$ cat config.mk
export PLATFORM = sky130hd
export DESIGN_NAME = lsu_mem_master
export DESIGN_NICKNAME = d
export VERILOG_FILES = /design/src/rtl/lsu_pkg.sv /design/src/rtl/lsu_load_align.sv /design/src/rtl/lsu_mem_master.sv
export SDC_FILE = /design/constraint.sdc
export NUM_CORES = 1
export LEC_CHECK = 0
export CELL_PAD_IN_SITES_DETAIL_PLACEMENT = 2
export CELL_PAD_IN_SITES_GLOBAL_PLACEMENT = 2
export CORE_MARGIN = 1.5
export CORE_UTILIZATION = 24
export CTS_CLUSTER_DIAMETER = 100
export DETAILED_ROUTE_END_ITERATION = 10
export HOLD_SLACK_MARGIN = 0.1
export PLACE_DENSITY_LB_ADDON = 0.1
export SLEW_MARGIN = 20
export SYNTH_ARGS = -nofsm -noshare
export SYNTH_HDL_FRONTEND = slang
export SYNTH_SLANG_ARGS = --single-unit
$ cat constraint.sdc
create_clock -name clock -period 5.76 [get_ports clock]
set_input_delay 1.44 -clock clock [delete_from_list [all_inputs] [get_ports clock]]
set_output_delay 1.44 -clock clock [all_outputs]
set_load 0.01 [all_outputs]
$ cat src/rtl/lsu_pkg.sv
// lsu_pkg: shared size codes, FSM states and alignment helper
// for the load/store memory master.
package lsu_pkg;

   localparam logic [1:0] SZ_BYTE = 2'd0;
   localparam logic [1:0] SZ_HALF = 2'd1;
   localparam logic [1:0] SZ_UNAL = 2'd2;
   localparam logic [1:0] SZ_WORD = 2'd3;

   typedef enum logic [1:0] {
      IDLE,
      ISSUE,
      WAIT,
      RESP
   } lsu_state_t;

   function automatic logic misaligned(
      input logic [1:0] size,
      input logic [1:0] lo
   );
      return (size == SZ_UNAL)
          || (size == SZ_HALF && lo[0])
          || (size == SZ_WORD && lo != 2'b00);
   endfunction

endpackage

$ cat src/rtl/lsu_load_align.sv
// lsu_load_align: picks the addressed lane out of a memory word
// and sign- or zero-extends it to 32 bits.
module lsu_load_align
   import lsu_pkg::*;
(
   input  logic [31:0] rdata,
   input  logic [1:0]  addr_lo,
   input  logic [1:0]  size,
   input  logic        is_signed,
   output logic [31:0] result
);

   logic [7:0]  lane_b;
   logic [15:0] lane_h;

   assign lane_b = rdata[{addr_lo, 3'b000} +: 8];
   assign lane_h = rdata[{addr_lo[1], 4'b0000} +: 16];

   // Extend the selected lane; words pass straight through.
   always_comb begin
      result = rdata;
      case (size)
         SZ_BYTE: result = {{24{is_signed & lane_b[7]}}, lane_b};
         SZ_HALF: result = {{16{is_signed & lane_h[15]}}, lane_h};
         default: result = rdata;
      endcase
   end

endmodule

$ cat src/rtl/lsu_mem_master.sv
// lsu_mem_master: one-at-a-time load/store initiator for the data
// memory port. Optional counters under LSU_STATS_EN.
module lsu_mem_master
   import lsu_pkg::*;
#(
   parameter logic [15:0] MEM_ADDR  = 16'h1000,
   parameter int unsigned READ_WAIT = 0
) (
   input  logic        clock,
   input  logic        reset,
   input  logic        req_valid,
   output logic        req_ready,
   input  logic        req_we,
   input  logic [1:0]  req_size,
   input  logic        req_signed,
   input  logic [31:0] req_addr,
   input  logic [31:0] req_wdata,
   output logic        rsp_valid,
   output logic [31:0] rsp_rdata,
   output logic        rsp_err,
   output logic [31:0] mem_addr,
   output logic [31:0] mem_wdata,
   output logic [1:0]  mem_size,
   output logic        mem_we,
   output logic        mem_re,
   input  logic [31:0] mem_rdata,
   output logic [31:0] load_count,
   output logic [31:0] store_count,
   output logic [31:0] err_count
);

   localparam logic [2:0] WAIT_LAST =
      (READ_WAIT == 0) ? 3'd0 : 3'(READ_WAIT - 1);

   lsu_state_t  state, state_nxt;
   logic        lat_we;
   logic        lat_signed;
   logic [2:0]  wait_cnt;
   logic        req_err;
   logic        accept;
   logic        capture;
   logic [31:0] aligned;

   assign req_err = misaligned(req_size, req_addr[1:0])
                 || (req_addr[31:16] != MEM_ADDR);

   lsu_load_align u_align (
      .rdata     (mem_rdata),
      .addr_lo   (mem_addr[1:0]),
      .size      (mem_size),
      .is_signed (lat_signed),
      .result    (aligned)
   );

   // State register; reset also kills any strobe driven from ISSUE.
   always_ff @(posedge clock or negedge reset) begin
      if (!reset) state <= IDLE;
      else        state <= state_nxt;
   end

   // Next state and the handshake / memory strobes.
   always_comb begin
      state_nxt = state;
      req_ready = 1'b0;
      rsp_valid = 1'b0;
      mem_we    = 1'b0;
      mem_re    = 1'b0;
      accept    = 1'b0;
      capture   = 1'b0;
      unique case (state)
         IDLE: begin
            req_ready = 1'b1;
            if (req_valid) begin
               accept    = 1'b1;
               state_nxt = req_err ? RESP : ISSUE;
            end
         end
         ISSUE: begin
            mem_we = lat_we;
            mem_re = !lat_we;
            if (lat_we || READ_WAIT == 0) begin
               capture   = !lat_we;
               state_nxt = RESP;
            end else begin
               state_nxt = WAIT;
            end
         end
         WAIT: begin
            mem_re = 1'b1;
            if (wait_cnt == WAIT_LAST) begin
               capture   = 1'b1;
               state_nxt = RESP;
            end
         end
         RESP: begin
            rsp_valid = 1'b1;
            state_nxt = IDLE;
         end
         default: state_nxt = IDLE;
      endcase
   end

   // Request latch, memory-side address/data and load capture.
   always_ff @(posedge clock or negedge reset) begin
      if (!reset) begin
         lat_we     <= 1'b0;
         lat_signed <= 1'b0;
         rsp_err    <= 1'b0;
         rsp_rdata  <= '0;
         mem_addr   <= '0;
         mem_wdata  <= '0;
         mem_size   <= '0;
         wait_cnt   <= '0;
      end else begin
         if (accept) begin
            lat_we     <= req_we;
            lat_signed <= req_signed;
            rsp_err    <= req_err;
            rsp_rdata  <= '0;
            if (!req_err) begin
               mem_addr  <= req_addr;
               mem_wdata <= req_wdata;
               mem_size  <= req_size;
            end
         end
         if (capture) rsp_rdata <= aligned;
         if (state == ISSUE)     wait_cnt <= '0;
         else if (state == WAIT) wait_cnt <= wait_cnt + 3'd1;
      end
   end

`ifdef LSU_STATS_EN
   // Saturating per-class response counters.
   always_ff @(posedge clock or negedge reset) begin
      if (!reset) begin
         load_count  <= '0;
         store_count <= '0;
         err_count   <= '0;
      end else if (state == RESP) begin
         if (rsp_err) begin
            if (err_count != '1) err_count <= err_count + 32'd1;
         end else if (lat_we) begin
            if (store_count != '1) store_count <= store_count + 32'd1;
         end else begin
            if (load_count != '1) load_count <= load_count + 32'd1;
         end
      end
   end
`else
   assign load_count  = '0;
   assign store_count = '0;
   assign err_count   = '0;
`endif

endmodule

=== Yosys cells after proc, flatten, opt, wreduce, memory -nomap -nowiden ===
Cells that the tools add are included.

* Bitwise operators: 3
* Eq/ne operators: 10
* Multiplexer cells: 17
* Reduce and logical (&&, ||, !) cells: 14
* Add/subtract/negate cells: 1
* Shift-type cells: 2

{| class="wikitable"
|+ Operators with widths
! cell !! number
|-
| two-way mux 32 bit || 2
|-
| case mux 32 bit (2 select lines) || 1
|-
| indexed part select 32 x 6 -> 16 bit || 1
|-
| indexed part select 32 x 6 -> 8 bit || 1
|-
| != test 16 x 13 -> 1 bit, second input constant || 1
|-
| == test 2 bit, second input constant || 4
|-
| case mux 2 bit (4 select lines) || 1
|-
| == test 2 x 1 -> 1 bit, second input constant || 3
|-
| two-way mux 1 bit || 6
|-
| two-way mux 2 bit || 3
|-
| two-way mux 3 bit || 2
|-
| nonzero test 2 bit || 3
|-
| logical NOT 2 bit || 2
|-
| != test 2 bit, second input constant || 2
|-
| case mux 1 bit (2 select lines) || 2
|-
| AND reduction 2 bit || 2
|-
| adder 3 x 1 -> 3 bit, second input constant || 1
|-
| logical NOT 3 bit || 1
|-
| logical OR 1 bit || 3
|-
| AND 1 bit || 2
|-
| logical AND 1 bit || 2
|-
| logical NOT 1 bit || 1
|-
| NOT 1 bit || 1
|}

* Word-level logic and storage cells: 56
* Flip-flop bits (word level): 106
* Input bits: 103
* Output and inout port bits: 199

=== Logic depth before layout (Yosys ltp) ===
* Depth after elaboration: 8
* Gate-level depth with buffers: 8
* Mapped depth without buffers: 6

=== By module ===
Synthesis repeated with hierarchy kept, for this count alone.

* Cells, all modules: 545
* Area total of the unflattened synthesis: 5646.7 um2

{| class="wikitable"
|+ Modules (own cells, without submodules)
! module !! seq. area each (um2) !! cells an instance !! instances !! area an instance (um2)
|-
| lsu_mem_master || 2652.5 || 428 || 1 || 4922.2
|-
| lsu_load_align || 0.0 || 117 || 1 || 724.4
|}

=== Least setup slack after synthesis ===
Ideal clock, no wire load.

* Path type: input to register
* Start: in req_addr[1]
* End: reg mem_addr[10]
* Arrival time: 2898 ps
* Required time: 5635 ps
* Cell stages on the path: 6
* Buffers on the path: 2
* Slack: 2737 ps
* Cells stage by stage: nand2b_1 -> a2111oi_2 -> nor4b_4 -> buf_4 -> buf_6 -> mux2_2

* Word-level cells in the longest chain between the ends: 6

{| class="wikitable"
|+ RTL lines
! item !! line !! RTL
|-
| start, declared || lsu_mem_master.sv:16 || <nowiki>input logic [31:0] req_addr,</nowiki>
|-
| nonzero test 2 bit || lsu_pkg.sv:23 || <nowiki>|| (size == SZ_WORD && lo != 2'b00);</nowiki>
|-
| logical AND 1 bit || lsu_pkg.sv:23 ||
|-
| logical OR 1 bit || lsu_pkg.sv:23 ||
|-
| logical OR 1 bit || lsu_mem_master.sv:45 || <nowiki>|| (req_addr[31:16] != MEM_ADDR);</nowiki>
|-
| NOT 1 bit (no line) || -- ||
|-
| AND reduction 2 bit (no line) || -- ||
|-
| end signal, assigned || lsu_mem_master.sv:121 || <nowiki>mem_addr <= req_addr;</nowiki>
|-
| end, declared || lsu_mem_master.sv:21 || <nowiki>output logic [31:0] mem_addr,</nowiki>
|}

Every way passes these cells.
A chain may end at the register's enable or synchronous reset.

=== Final worst setup path ===
* Start: reg state[1]
* End: out mem_re

* Word-level cells in the longest chain between the ends: 2
* Elaborated cells on any way between the ends: 3

{| class="wikitable"
|+ RTL lines
! item !! line !! RTL
|-
| start, declared || lsu_mem_master.sv:35 || <nowiki>lsu_state_t state, state_nxt;</nowiki>
|-
| start signal, assigned || lsu_mem_master.sv:58 || <nowiki>else state <= state_nxt;</nowiki>
|-
| == test 2 bit / == test 2 x 1 -> 1 bit (equally long branches) || lsu_mem_master.sv:70 || <nowiki>unique case (state)</nowiki>
|-
| case mux 1 bit (2 select lines) * || lsu_mem_master.sv:70 ||
|-
| end, declared || lsu_mem_master.sv:25 || <nowiki>output logic mem_re,</nowiki>
|}

Every way passes the cells marked *; elsewhere a longest branch is shown, timed or not.

==> impl_metrics.tcl <==
set metrics [dict create \
    power.leakage_uw 0.003413 \
    final_core_util_pct 34.93 \
    fin_ws_ps 2110 \
    rsz0062_at_grt "no" \
    hold_path.class "register to register" \
    cts_setup_buffers 0 \
    area_delta_synth_final_pct 43.25 \
    final_nets 774 \
    rows 54 \
    period_share_pct 63.37 \
    reg2reg_slack_ps 2800 \
    antenna_left 0 \
    clkLatencyLatePin_ps 350 \
    routed_wl_um 17360 \
    max_stage_delay_ps 540 \
    syn-cell-area_um2 5305 \
    arrival_ps 2210 \
    worst_path_max_delay_cell "clkdlybuf4s50_1" \
    layout_commonest_cell "clkdlybuf4s50_1" \
    drive_gt1_share_pct 11.81 \
    fin_skew_ps 7.903 \
    hold_buffers 0 \
    pre_cts_ws_ps 1965 \
    final_cell_mix "204 x clkdlybuf4s50_1, 106 x dfrtp_1, 96 x conb_1" \
    finalCriticalPeriod_ps 3650 \
    fmax_mhz 274.0 \
    hold_start "rsp_rdata[2]" \
    dieArea_um2 23010 \
    htree_levels 3 \
    dieWidth_um 151.7 \
    crit_type "register to primary output" \
    cp_max_fo 5 \
    status "finished clean" \
    cts.sinks 106 \
    crit_chain "inv_1 -> ha_1 -> nor2b_1 -> o21a_1 -> clkdlybuf4s50_1" \
    clock-root-buffer "clkbuf_16" \
    ir_drop_uv 157.6 \
    drv_cap 0 \
    cts_resized 0 \
    grt_max_degree 65 \
    grt_pass1_vias 4440 \
    yosysTopAreaCell "dfrtp_1" \
    grt_pass1_wl_um 25880 \
    gr-usage-all-layers_pct 15.12 \
    cts_tree "built" \
    path_buf_inv 2 \
    vias 3987 \
    port_buffers 205 \
    synth_top_area_share_pct 50.00 \
    diodes 0 \
    relSlewSlack_pct 37.70 \
    synth_edf_count 0 \
    tns_ps 0 \
    clockBufferDepth 2 \
    core-area_um2 21760 \
    postSynthCellCount 465 \
    crit_start "state[1]" \
    routabilityCongestion 0.6954 \
    synth-seq-cells 106 \
    wl_per_cell_um 18.29 \
    antenna_found_initial 1 \
    drc 0 \
    cp.required_ps 4320 \
    hpwl_um 13360 \
    setup_violations 0 \
    cts_buffers 9 \
    fill_cells 2356 \
    grt_overflow 0 \
    synthFlopType "dfrtp_1" \
    power_density_nw_per_um2 316.8 \
    hold_viol_final 0 \
    drt_first_pass_iters 4 \
    start_util_pct 24.38 \
    io-pin-count 302 \
    avgSynthCellArea_um2 11.41 \
    dp.cells 933 \
    final_cells 949 \
    start_kind "register" \
    final_max_slew_viol_count 0 \
    path_clk_slew_ps 70 \
    critPathTopFamily "buffers and inverters" \
    synthArstFlopShare_pct 100.0 \
    ys_seq_area_share_pct 50.00 \
    ys_warn_count 0 \
    worstMarginPinSlew_ps 932.6 \
    vias_per_cell 4.201 \
    r2r_start "state[1]" \
    ys_top_cells_by_area "dfrtp_1 50%, buf_4 14%, mux2_2 11%" \
    drt_iter0_markers 118 \
    crit_path_end_kind "primary output" \
    synthDistinctLibCells 40 \
    die_h_um 151.7 \
]
## path summary, 6_finish.rpt
path	to	cells after the start
setup / recovery	mem_re	5
hold / removal	rsp_rdata[2]	2
setup reg to reg	rsp_rdata[28]	6
hold reg to reg	rsp_rdata[2]	2
max in group asynchronous	rsp_rdata[13]	2
min in group asynchronous	rsp_rdata[18]	1
## worst min-delay path: cells and delay by family, from the launching register on
family	cells	cell delay (ps)
flops	1	350
compound gates	1	60
simple gates	1	50
## logic make-up (layout without fill, tap and decap cells)
family | Yosys count | count (layout) | synth area share, %
multiplexers | 61 | 61 | 12.76
AO/OA/AOI/OAI | 74 | 74 | 9.929
buffers and inverters | 125 | 234 | 16.08
flip-flops | 106 | 106 | 50.00
AND/OR/NAND/NOR | 91 | 91 | 9.505
other | 1 | 96 | 0.07069
adder cells (fa/ha/maj) | 7 | 7 | 1.651
## sequential cells by signal (all words and copies together), names as in the netlist
name,cells
lat_we,1
rsp_err,1
rsp_rdata,32
mem_size,2
state,2
mem_wdata,32
mem_addr,32
wait_cnt,3
lat_signed,1
## where the power goes
| group | internal (µW) | leakage, µW | switching [µW] |
|---|---|---|---|
| logic | 397 | 0.00181 | 420 |
| registers | 860 | 0.00144 | 71.9 |
| clock network | 365 | 0.000158 | 295 |
| total | 1620 | 0.00341 | 787 |
## metrics by stage
| step | instance area [µm²] | total power (µW) | hold slack, ps |
|---|---|---|---|
| finish | 7600 | 2408 | 493.6 |
| global route | 7600 | 2577 | 526.9 |
| CTS | 7600 | 2466 | 496.6 |
| detailed placement | 7287 | 1782 | 478.3 |
| global placement | 7284 | 1746 | 456.2 |
| floorplan | 5662 | 1375 | 480.4 |
## layout make-up
class	instances	area [µm²]	share of cell area, %
tap	280	350.3	4.610
inverter	9	33.78	0.4445
sequential	106	2653	34.90
clock buffer	11	252.7	3.326
clock inverter	5	60.06	0.7903
timing repair buffer	209	2079	27.36
multi-input combinational	329	2171	28.56
## layer usage
layer	track usage, %	share of wire [%]	wire (µm)
met1	16.76	38	6627
met2	26.13	50	8660
met4	4.279	1.4	247
met5	0	0	0
met3	6.647	10	1819
## cells in the mapped netlist (all sizes together) (2+ instances only)
cell type	number
mux2	53
a32oi	7
clkbuf	12
nor2	5
dfrtp	106
nand2b	11
a21oi	10
o21a	3
a22o	2
a211oi	2
nor2b	24
and2	2
nand2	32
or3	7
a221o	16
o21ai	27
buf	104
nor4	2
inv	9
ha	7
nor4b	2
mux2i	8
Power figures use the tool's default switching activity.
